**src/rtl/mem_pkg.sv**
```systemverilog
// ---------------------------------------------------------------------------
// mem_pkg
//   Shared encodings for the data-memory load/store initiator:
//     - memory Mode encodings (MODE_*), which match the request size field
//     - request size encodings (SIZE_*)
//     - FSM state encodings (ST_*)
//     - access_error(): the alignment / legal-size check
// ---------------------------------------------------------------------------
package mem_pkg;

    // Memory Mode port encodings
    localparam logic [1:0] MODE_BYTE = 2'b00;
    localparam logic [1:0] MODE_HALF = 2'b01;
    localparam logic [1:0] MODE_WORD = 2'b10;

    // Request size encodings. These deliberately equal the memory modes, so a
    // store's size can be passed straight through to the memory Mode port.
    localparam logic [1:0] SIZE_BYTE = 2'b00;
    localparam logic [1:0] SIZE_HALF = 2'b01;
    localparam logic [1:0] SIZE_WORD = 2'b10;
    localparam logic [1:0] SIZE_ILL  = 2'b11;

    // FSM states
    localparam logic [1:0] ST_IDLE    = 2'b00;
    localparam logic [1:0] ST_ACCESS  = 2'b01;
    localparam logic [1:0] ST_CAPTURE = 2'b10;
    localparam logic [1:0] ST_RESP    = 2'b11;

    // Returns 1 for a misaligned access or an illegal size.
    function automatic logic access_error(input logic [1:0] size,
                                          input logic [1:0] addr_lsb);
        logic err;
        err = 1'b0;
        case (size)
            SIZE_BYTE: err = 1'b0;
            SIZE_HALF: err = addr_lsb[0];
            SIZE_WORD: err = (addr_lsb != 2'b00);
            default:   err = 1'b1;
        endcase
        return err;
    endfunction

endpackage

```
**src/rtl/load_align.sv**
```systemverilog
// ---------------------------------------------------------------------------
// load_align
//   Combinational load extraction: picks the byte or halfword lane out of a
//   full memory word and sign- or zero-extends it to 32 bits.
// Ports
//   i_word      in  32  full word read from memory
//   i_addr_lsb  in  2   byte address bits [1:0]
//   i_size      in  2   SIZE_BYTE / SIZE_HALF / SIZE_WORD
//   i_unsigned  in  1   1 = zero-extend, 0 = sign-extend (ignored for words)
//   o_data      out 32  extended load result
// ---------------------------------------------------------------------------
module load_align
    import mem_pkg::*;
(
    input  logic [31:0] i_word,
    input  logic [1:0]  i_addr_lsb,
    input  logic [1:0]  i_size,
    input  logic        i_unsigned,
    output logic [31:0] o_data
);

    logic [7:0]  w_byte;
    logic [15:0] w_half;

    always_comb begin
        // NOTE: every output of a combinational block gets a default first, so
        // no path through the case statements can leave it unassigned (latch).
        w_byte = 8'h00;
        w_half = 16'h0000;
        o_data = i_word;

        case (i_addr_lsb)
            2'd0:    w_byte = i_word[7:0];
            2'd1:    w_byte = i_word[15:8];
            2'd2:    w_byte = i_word[23:16];
            default: w_byte = i_word[31:24];
        endcase

        w_half = i_addr_lsb[1] ? i_word[31:16] : i_word[15:0];

        case (i_size)
            SIZE_BYTE: o_data = i_unsigned ? {24'h0, w_byte}
                                           : {{24{w_byte[7]}}, w_byte};
            SIZE_HALF: o_data = i_unsigned ? {16'h0, w_half}
                                           : {{16{w_half[15]}}, w_half};
            default:   o_data = i_word;
        endcase
    end

endmodule

```
**src/rtl/mem_access_unit.sv**
```systemverilog
// ---------------------------------------------------------------------------
// mem_access_unit
//   Load/store initiator between the MEM pipeline stage and the data memory.
//   Accepts one request at a time. Loads always read a full word and extract
//   the lane locally; stores hand the lane placement to the memory via Mode.
//   Misaligned or illegal-size requests are answered with rsp_err and never
//   touch the memory.
//   Latency from accept edge to rsp_valid: load 3, store 2, error 1 cycles.
// Ports
//   clk, clr_n                 clock, asynchronous active-low reset
//   req_valid/req_ready        request handshake (ready only when idle)
//   req_we/size/unsigned/addr/wdata   request fields, registered on accept
//   rsp_valid/rsp_rdata/rsp_err       one-cycle response
//   mem_addr/din/mode/str/sel/ld      memory port
//   mem_dout                   memory read data
// ---------------------------------------------------------------------------
module mem_access_unit
    import mem_pkg::*;
#(
    parameter int ADDR_WIDTH = 5
) (
    input  logic                  clk,
    input  logic                  clr_n,
    input  logic                  req_valid,
    output logic                  req_ready,
    input  logic                  req_we,
    input  logic [1:0]            req_size,
    input  logic                  req_unsigned,
    input  logic [ADDR_WIDTH-1:0] req_addr,
    input  logic [31:0]           req_wdata,
    output logic                  rsp_valid,
    output logic [31:0]           rsp_rdata,
    output logic                  rsp_err,
    output logic [ADDR_WIDTH-1:0] mem_addr,
    output logic [31:0]           mem_din,
    output logic [1:0]            mem_mode,
    output logic                  mem_str,
    output logic                  mem_sel,
    output logic                  mem_ld,
    input  logic [31:0]           mem_dout
);

    logic [1:0]            r_state;
    logic                  r_we;
    logic [1:0]            r_size;
    logic                  r_unsigned;
    logic [ADDR_WIDTH-1:0] r_addr;
    logic [31:0]           r_wdata;
    logic [31:0]           r_rdata;
    logic                  r_err;

    logic [1:0]  w_next_state;
    logic        w_accept;
    logic        w_req_err;
    logic        w_active;
    logic        w_store_access;
    logic [31:0] w_load_data;

    assign w_accept  = req_valid && (r_state == ST_IDLE);
    assign w_req_err = access_error(req_size, req_addr[1:0]);

    always_comb begin
        w_next_state = r_state;
        case (r_state)
            ST_IDLE: begin
                if (w_accept) begin
                    w_next_state = w_req_err ? ST_RESP : ST_ACCESS;
                end
            end
            ST_ACCESS:  w_next_state = r_we ? ST_RESP : ST_CAPTURE;
            ST_CAPTURE: w_next_state = ST_RESP;
            default:    w_next_state = ST_IDLE;
        endcase
    end

    load_align u_load_align (
        .i_word     (mem_dout),
        .i_addr_lsb (r_addr[1:0]),
        .i_size     (r_size),
        .i_unsigned (r_unsigned),
        .o_data     (w_load_data)
    );

    always_ff @(posedge clk or negedge clr_n) begin
        if (!clr_n) begin
            r_state    <= ST_IDLE;
            r_we       <= 1'b0;
            r_size     <= SIZE_BYTE;
            r_unsigned <= 1'b0;
            r_addr     <= '0;
            r_wdata    <= 32'h0;
            r_rdata    <= 32'h0;
            r_err      <= 1'b0;
        end else begin
            // NOTE: sequential state uses non-blocking assignments so every
            // register samples the pre-edge values, independent of order.
            r_state <= w_next_state;
            if (w_accept) begin
                r_we       <= req_we;
                r_size     <= req_size;
                r_unsigned <= req_unsigned;
                r_addr     <= req_addr;
                r_wdata    <= req_wdata;
                r_err      <= w_req_err;
                // Stores and errors respond with zero data.
                r_rdata    <= 32'h0;
            end
            if (r_state == ST_CAPTURE) begin
                r_rdata <= w_load_data;
            end
        end
    end

    // Memory port is decoded from state rather than registered, so an
    // asynchronous reset during ACCESS drops mem_str/mem_sel immediately and
    // the pending write never reaches the memory.
    assign w_active       = (r_state == ST_ACCESS) || (r_state == ST_CAPTURE);
    assign w_store_access = (r_state == ST_ACCESS) && r_we;

    assign mem_sel  = w_active;
    assign mem_str  = w_store_access;
    assign mem_ld   = 1'b1;
    assign mem_addr = w_active ? r_addr : '0;
    assign mem_din  = w_store_access ? r_wdata : 32'h0;
    // Loads always read a whole word; only stores use the memory's lane logic.
    assign mem_mode = w_active ? (r_we ? r_size : MODE_WORD) : MODE_BYTE;

    assign req_ready = (r_state == ST_IDLE);
    assign rsp_valid = (r_state == ST_RESP);
    assign rsp_err   = (r_state == ST_RESP) && r_err;
    assign rsp_rdata = r_rdata;

endmodule

```
**config.mk**
```make
export PLATFORM = sky130hd
export DESIGN_NAME = mem_access_unit
export DESIGN_NICKNAME = d
export VERILOG_FILES = /design/src/rtl/mem_pkg.sv /design/src/rtl/load_align.sv /design/src/rtl/mem_access_unit.sv
export SDC_FILE = /design/constraint.sdc
export NUM_CORES = 1
export LEC_CHECK = 0
export CORE_MARGIN = 2
export CORE_UTILIZATION = 44
export DETAILED_ROUTE_END_ITERATION = 16
export GPL_TIMING_DRIVEN = 0
export PLACE_DENSITY = 0.77
export SYNTH_ARGS = -nofsm -noshare
export SYNTH_HDL_FRONTEND = slang
export SYNTH_SLANG_ARGS = --single-unit
```
**constraint.sdc**
```tcl
create_clock -name clk -period 1.9 [get_ports clk]
set_input_delay 0.38 -clock clk [delete_from_list [all_inputs] [get_ports clk]]
set_output_delay 0.38 -clock clk [all_outputs]
set_load 0.02 [all_outputs]
```
# Word level (Yosys, flattened, before mapping)
# Index checks and enable logic that the tools add are counted.
[totals] register_bits=76 latchBits=0 ramBits=0 memories=0 inputBits=76 output_inout_bits=77 rom_bits=0
[op_classes] n_reduce_logical=10 n_eq_ne=9 div=0 muxes=16 shifts=0 magnitude_cmp=0 add_sub_neg=0 n_mul=0 bitwise_logic=0
[op_table] cell="2-to-1 mux 32 bit" count=5
[op_table] cell="case mux 32 bit (2 select lines)" count=1
[op_table] cell="case mux 8 bit (3 select lines)" count=1
[op_table] cell="2-to-1 mux 16 bit" count=1
[op_table] cell="== test 2 x 1 -> 1 bit, second input constant" count=4
[op_table] cell="== test 2 bit, second input constant" count=4
[op_table] cell="zero test 2 bit" count=4
[op_table] cell="2-to-1 mux 2 bit" count=4
[op_table] cell="case mux 2 bit (3 select lines)" count=1
[op_table] cell="2-to-1 mux 5 bit" count=1
[op_table] cell="nonzero test 2 bit" count=2
[op_table] cell="logical AND 1 bit" count=3
[op_table] cell="case mux 1 bit (3 select lines)" count=1
[op_table] cell="!= test 2 x 1 -> 1 bit, second input constant" count=1
[op_table] cell="logical OR 1 bit" count=1
[op_table] cell="2-to-1 mux 1 bit" count=1

# Depth between registers and ports, before layout
[depth] word_depth=5 depth_mapped=8

# By module
# Synthesis repeated with hierarchy kept, for this count alone.
[hier_totals] hier_cells=412 hier_area_um2=4111.4
[modules_own_cells] module="mem_access_unit" cells_per_inst=297 seq_area_each_um2=1901.8 area_each_um2=3265.6 instances=1
[modules_own_cells] module="load_align" cells_per_inst=115 seq_area_each_um2=0.0 area_each_um2=845.8 instances=1

# Least setup slack after synthesis
# No wires, ideal clock.
[synth_path] path_type="register to output" startpoint="reg r_state[0]" endpoint="out mem_mode[1]" required_ps=1520 n_path_buf=0 stages_incl_launch_ff=4 setup_slack_ps=69 arrival_time_ps=1451 path_cell_list="dfrtp_1 > inv_1 > ha_1 > a21boi_0"
[synth_via] elab_chain_len=3 elab_cells_between_ends=4
[synth_rtl] element="start, declared" line_no="mem_access_unit.sv:43" source="logic [1:0] r_state;"
[synth_rtl] element="start signal, assigned" line_no="mem_access_unit.sv:97" source="r_state <= w_next_state;"
[synth_rtl] element="== test 2 x 1 -> 1 bit / == test 2 bit (equally long branches)" line_no="mem_access_unit.sv:117" source="assign w_active = (r_state == ST_ACCESS) || (r_state == ST_CAPTURE);"
[synth_rtl] element="logical OR 1 bit (*)" line_no="mem_access_unit.sv:117"
[synth_rtl] element="net mem_sel" line_no="mem_access_unit.sv:38" source="output logic mem_sel,"
[synth_rtl] element="2-to-1 mux 2 bit (*)" line_no="mem_access_unit.sv:126" source="assign mem_mode = w_active ? (r_we ? r_size : MODE_WORD) : MODE_BYTE;"
[synth_rtl] element="end, declared" line_no="mem_access_unit.sv:36" source="output logic [1:0] mem_mode,"
# Mark *: on every way through the listed nets, which the timed path passes. The rest lies on a longest branch.

# Worst setup path after layout
[layout_path] startpoint="reg r_state[1]" endpoint="out mem_din[29]"
[layout_via] elab_chain_len=3
[layout_rtl] element="== test 2 x 1 -> 1 bit" line_no="mem_access_unit.sv:118" source="assign w_store_access = (r_state == ST_ACCESS) && r_we;"
[layout_rtl] element="logical AND 1 bit" line_no="mem_access_unit.sv:118"
[layout_rtl] element="2-to-1 mux 32 bit" line_no="mem_access_unit.sv:124" source="assign mem_din = w_store_access ? r_wdata : 32'h0;"
[layout_rtl] element="end, declared" line_no="mem_access_unit.sv:35" source="output logic [31:0] mem_din,"
# No other way between the ends.

==> summary.md <==
| Metric | Value |
|---|---|
| Hold WC Path Type | `in2reg` |
| Post-route ant nets | `0` |
| Initial core utilization | `between 40 and 50%` |
| Slowest CP cell | `dfrtp_1` |
| Placed Instances | `approximately 610` |
| Post-Synthesis Cells | `approximately 350` |
| Syn Nets | `between 400 and 500` |
| Synth top cells by count | `76 x dfrtp_1, 49 x mux2_1, 43 x nand2_1, 33 x and3_1, 19 x o211ai_1` |
| Cell area after synthesis | `approximately 0.0038 mm²` |
| Sequential share of the synthesized area | `49.7%` |
| First-pass GRT wire length | `18700 µm` |
| Post-synth EDFFs | `0` |
| Crit share post-route | `103%` |
| Pre-CTS setup slack | `-0.394 ns` |
| I/O Buffers | `150` |
| Initial antenna violation count | `0` |
| Top-count cell post-synth | `dfrtp_1` |
| #FFs+latches synth | `76` |
| Req. time, crit path | `around 1.5 ns` |
| DIE WIDTH | `97.3 µm` |
| CP peak stage delay | `~0.41 ns` |
| Crit path launch type | `flip-flop` |
| Layout cells sized above 1 | `roughly a fifth` |
| # IOs | `153` |
| DRT Wirelength | `~11000 µm` |
| Pwr Density | `1610 mW/mm²` |
| CTS tree | `done` |
| Fin crit period | `1.96 ns` |
| H-tree levels | `3` |
| Clock Path Buffers | `2` |
| First-pass detailed-route iteration total | `5` |
| Nets | `about 600` |
| CTS root buf | `clkbuf_8` |
| Core ar. | `about 0.0086 mm²` |
| Avg Inst Size Synth | `about 11 µm²` |
| Synth top area share | `roughly half` |
| Crit path top cell by count | `buf_6` |
| Asr flop ratio synth | `between 90% and 100%` |
| Die Y | `97.3 µm` |
| Outcome | `complete, but fails checks` |
| GRT Util Overall | `between 20% and 30%` |
| Failing checks | `negative setup slack` |
| Area contributors post-synth | `dfrtp_1 50%, mux2_1 14%, and3_1 5.4%` |
| Static Leak | `around 2.6 nW` |
| Row count | `34` |
| CP max FO | `8` |
| Post-synth top flop | `dfrtp_1` |
| Syn. warnings | `0` |
| Pin count of the biggest net entering global routing | `60` |
| Max cap viols | `0` |
| # diodes | `0` |
| Fill cells | `672` |
| Final hold violations | `0` |
| Setup Crit Path Kind | `reg2out` |
| Drt drc | `0` |
| Setup Viol. Count Final | `26` |
| Synth unique cells | `41` |
| Non-filler instance count after layout | `635` |
| Clk_lat worst skew | `~0.36 ns` |
| CTS buffer count | `9` |
| Gr ovfl total | `0` |
| Die area | `0.00946 mm²` |
| CTS Sinks | `76` |
| Hold Slack | `between 0.4 and 0.5 ns` |
| Worst Clk Skew | `around 0.0073 ns` |
| Final Max Tran Viols | `0` |
| Setup slack after layout | `-0.0639 ns` |
| Vias | `3512` |
| Reg clk slew, reported paths | `about 0.08 ns` |
| Largest area contributor in the netlist | `dfrtp_1` |
| 1st-iter DRT viols | `113` |
| GPL Wtd Cong | `around 0.86` |
| Critical path cell sequence | `inv_2 -> ha_4 -> buf_8 -> buf_6 -> and3_4 -> buf_6` |
| Crit path capture type | `primary output` |
| Flop-to-flop setup slack | `approximately 0.16 ns` |
| Drt wl/cell | `approximately 18 µm` |
| Vias in the first global route | `3721` |
| HPWL after DPL | `about 8500 µm` |
| Peak supply drop | `835 µV` |
| RSZ-0062 raised after global routing | `yes` |
| Crit path max-delay family | `buffers and inverters` |
| Data arrival, critical path | `~1.6 ns` |
| P&R area growth vs syn | `54.0%` |
| Via density | `5.53` |
| Worst path buffer plus inverter count | `4` |
| Max Freq | `a little over 0.5 GHz` |
-- layout make-up --
| class | instances | area, µm² | share of cell area [%] |
|---|---|---|---|
| inverter | 3 | 11.3 | 0.191 |
| buffer | 28 | 186 | 3.16 |
| multi-input combinational | 244 | 1840 | 31.3 |
| timing repair buffer | 160 | 1600 | 27.1 |
| clock inverter | 6 | 87.6 | 1.49 |
| clock buffer | 10 | 128 | 2.17 |
| tap | 108 | 135 | 2.29 |
| sequential | 76 | 1900 | 32.3 |
-- power by group --
group	total (W)	internal, W	leakage (nW)	switching (W)
Combinational	0.00526	0.00250	1.54	0.00275
Sequential	0.00284	0.00238	0.931	0.000460
Clock	0.00137	0.000743	0.111	0.000623
-- sequential cells by signal, summed over array words and instances (netlist names) --
name	cells
rsp_rdata	32
r_we	1
r_addr	5
r_size	2
r_err	1
r_unsigned	1
r_wdata	32
r_state	2
-- per-layer routing --
metal	vias up	track usage, %	wire [µm]
li1	1619	-	-
met1	1692	30.7	4540
met2	177	39.4	5390
met3	24	8.92	1200
met4	0	11.9	296
met5	-	0	0
-- cell usage in the layout (no fill, tap or decap), types with 4 or more instances in the layout --
| cell type | netlist | final |
|---|---|---|
| o21ai_0 | 7 | 7 |
| and3_1 | 33 | 23 |
| nor3_1 | 4 | 4 |
| dfrtp_1 | 76 | 75 |
| nand2b_1 | 4 | 4 |
| o21ai_1 | 7 | 7 |
| o32a_1 | 6 | 6 |
| nand2_1 | 43 | 43 |
| buf_2 | 10 | 18 |
| a21oi_1 | 10 | 9 |
| clkdlybuf4s50_1 | 0 | 105 |
| o211ai_1 | 19 | 19 |
| a211oi_1 | 7 | 7 |
| clkbuf_1 | 15 | 6 |
| a32o_1 | 6 | 6 |
| mux2_1 | 49 | 49 |
| o21bai_1 | 7 | 7 |
| clkbuf_8 | 0 | 13 |
| clkbuf_2 | 0 | 5 |
| buf_6 | 2 | 34 |
| nor2_1 | 7 | 7 |
| and2_1 | 8 | 8 |
| buf_4 | 3 | 10 |
| and3_4 | 0 | 10 |
-- final timing paths --
check	start	end	depth (start not counted)
max in group asynchronous	clr_n	r_we$_DFFE_PN0P_	3
min	req_valid	r_state[1]$_DFFE_PN0P_	2
min in group asynchronous	clr_n	rsp_rdata[27]$_DFFE_PN0P_	2
max	r_state[1]$_DFFE_PN0P_	mem_din[29]	6
min reg2reg	r_wdata[15]$_DFFE_PN0P_	r_wdata[15]$_DFFE_PN0P_	1
max reg2reg	r_state[1]$_DFFE_PN0P_	rsp_rdata[9]$_DFFE_PN0P_	7
-- cell families after synthesis --
group | count (synthesis) | synth area share, %
AND/OR/NAND/NOR | 109 | 14.7
AO/OA/AOI/OAI | 78 | 14.7
flip-flops | 76 | 49.7
multiplexers | 52 | 15.2
buffers and inverters | 33 | 4.25
adder cells (fa/ha/maj) | 4 | 1.31
other | 1 | 0.0980
-- through the flow --
stage	total power (W)	area, µm²	util, %	setup TNS [ns]
2_1_floorplan	0.00576	3830	-	0
3_3_place_gp	0.00768	5460	63.6	-184.79
3_5_place_dp	0.00782	5490	63.9	-16.45
4_1_cts	0.00944	5870	68.4	-0.531
5_1_grt	0.0101	5890	68.6	-2.89
6_report	0.00946	5890	68.6	-0.558
-- timing repair --
action	4_1_cts	5_1_grt
setup endpoints to repair	66	47
cloned	2	0
gates resized for setup	259	17
pin swaps	0	1
hold buffers	1	0
buffers inserted	5	1
hold endpoints to repair	17	0
Power figures use the tool's default switching activity.
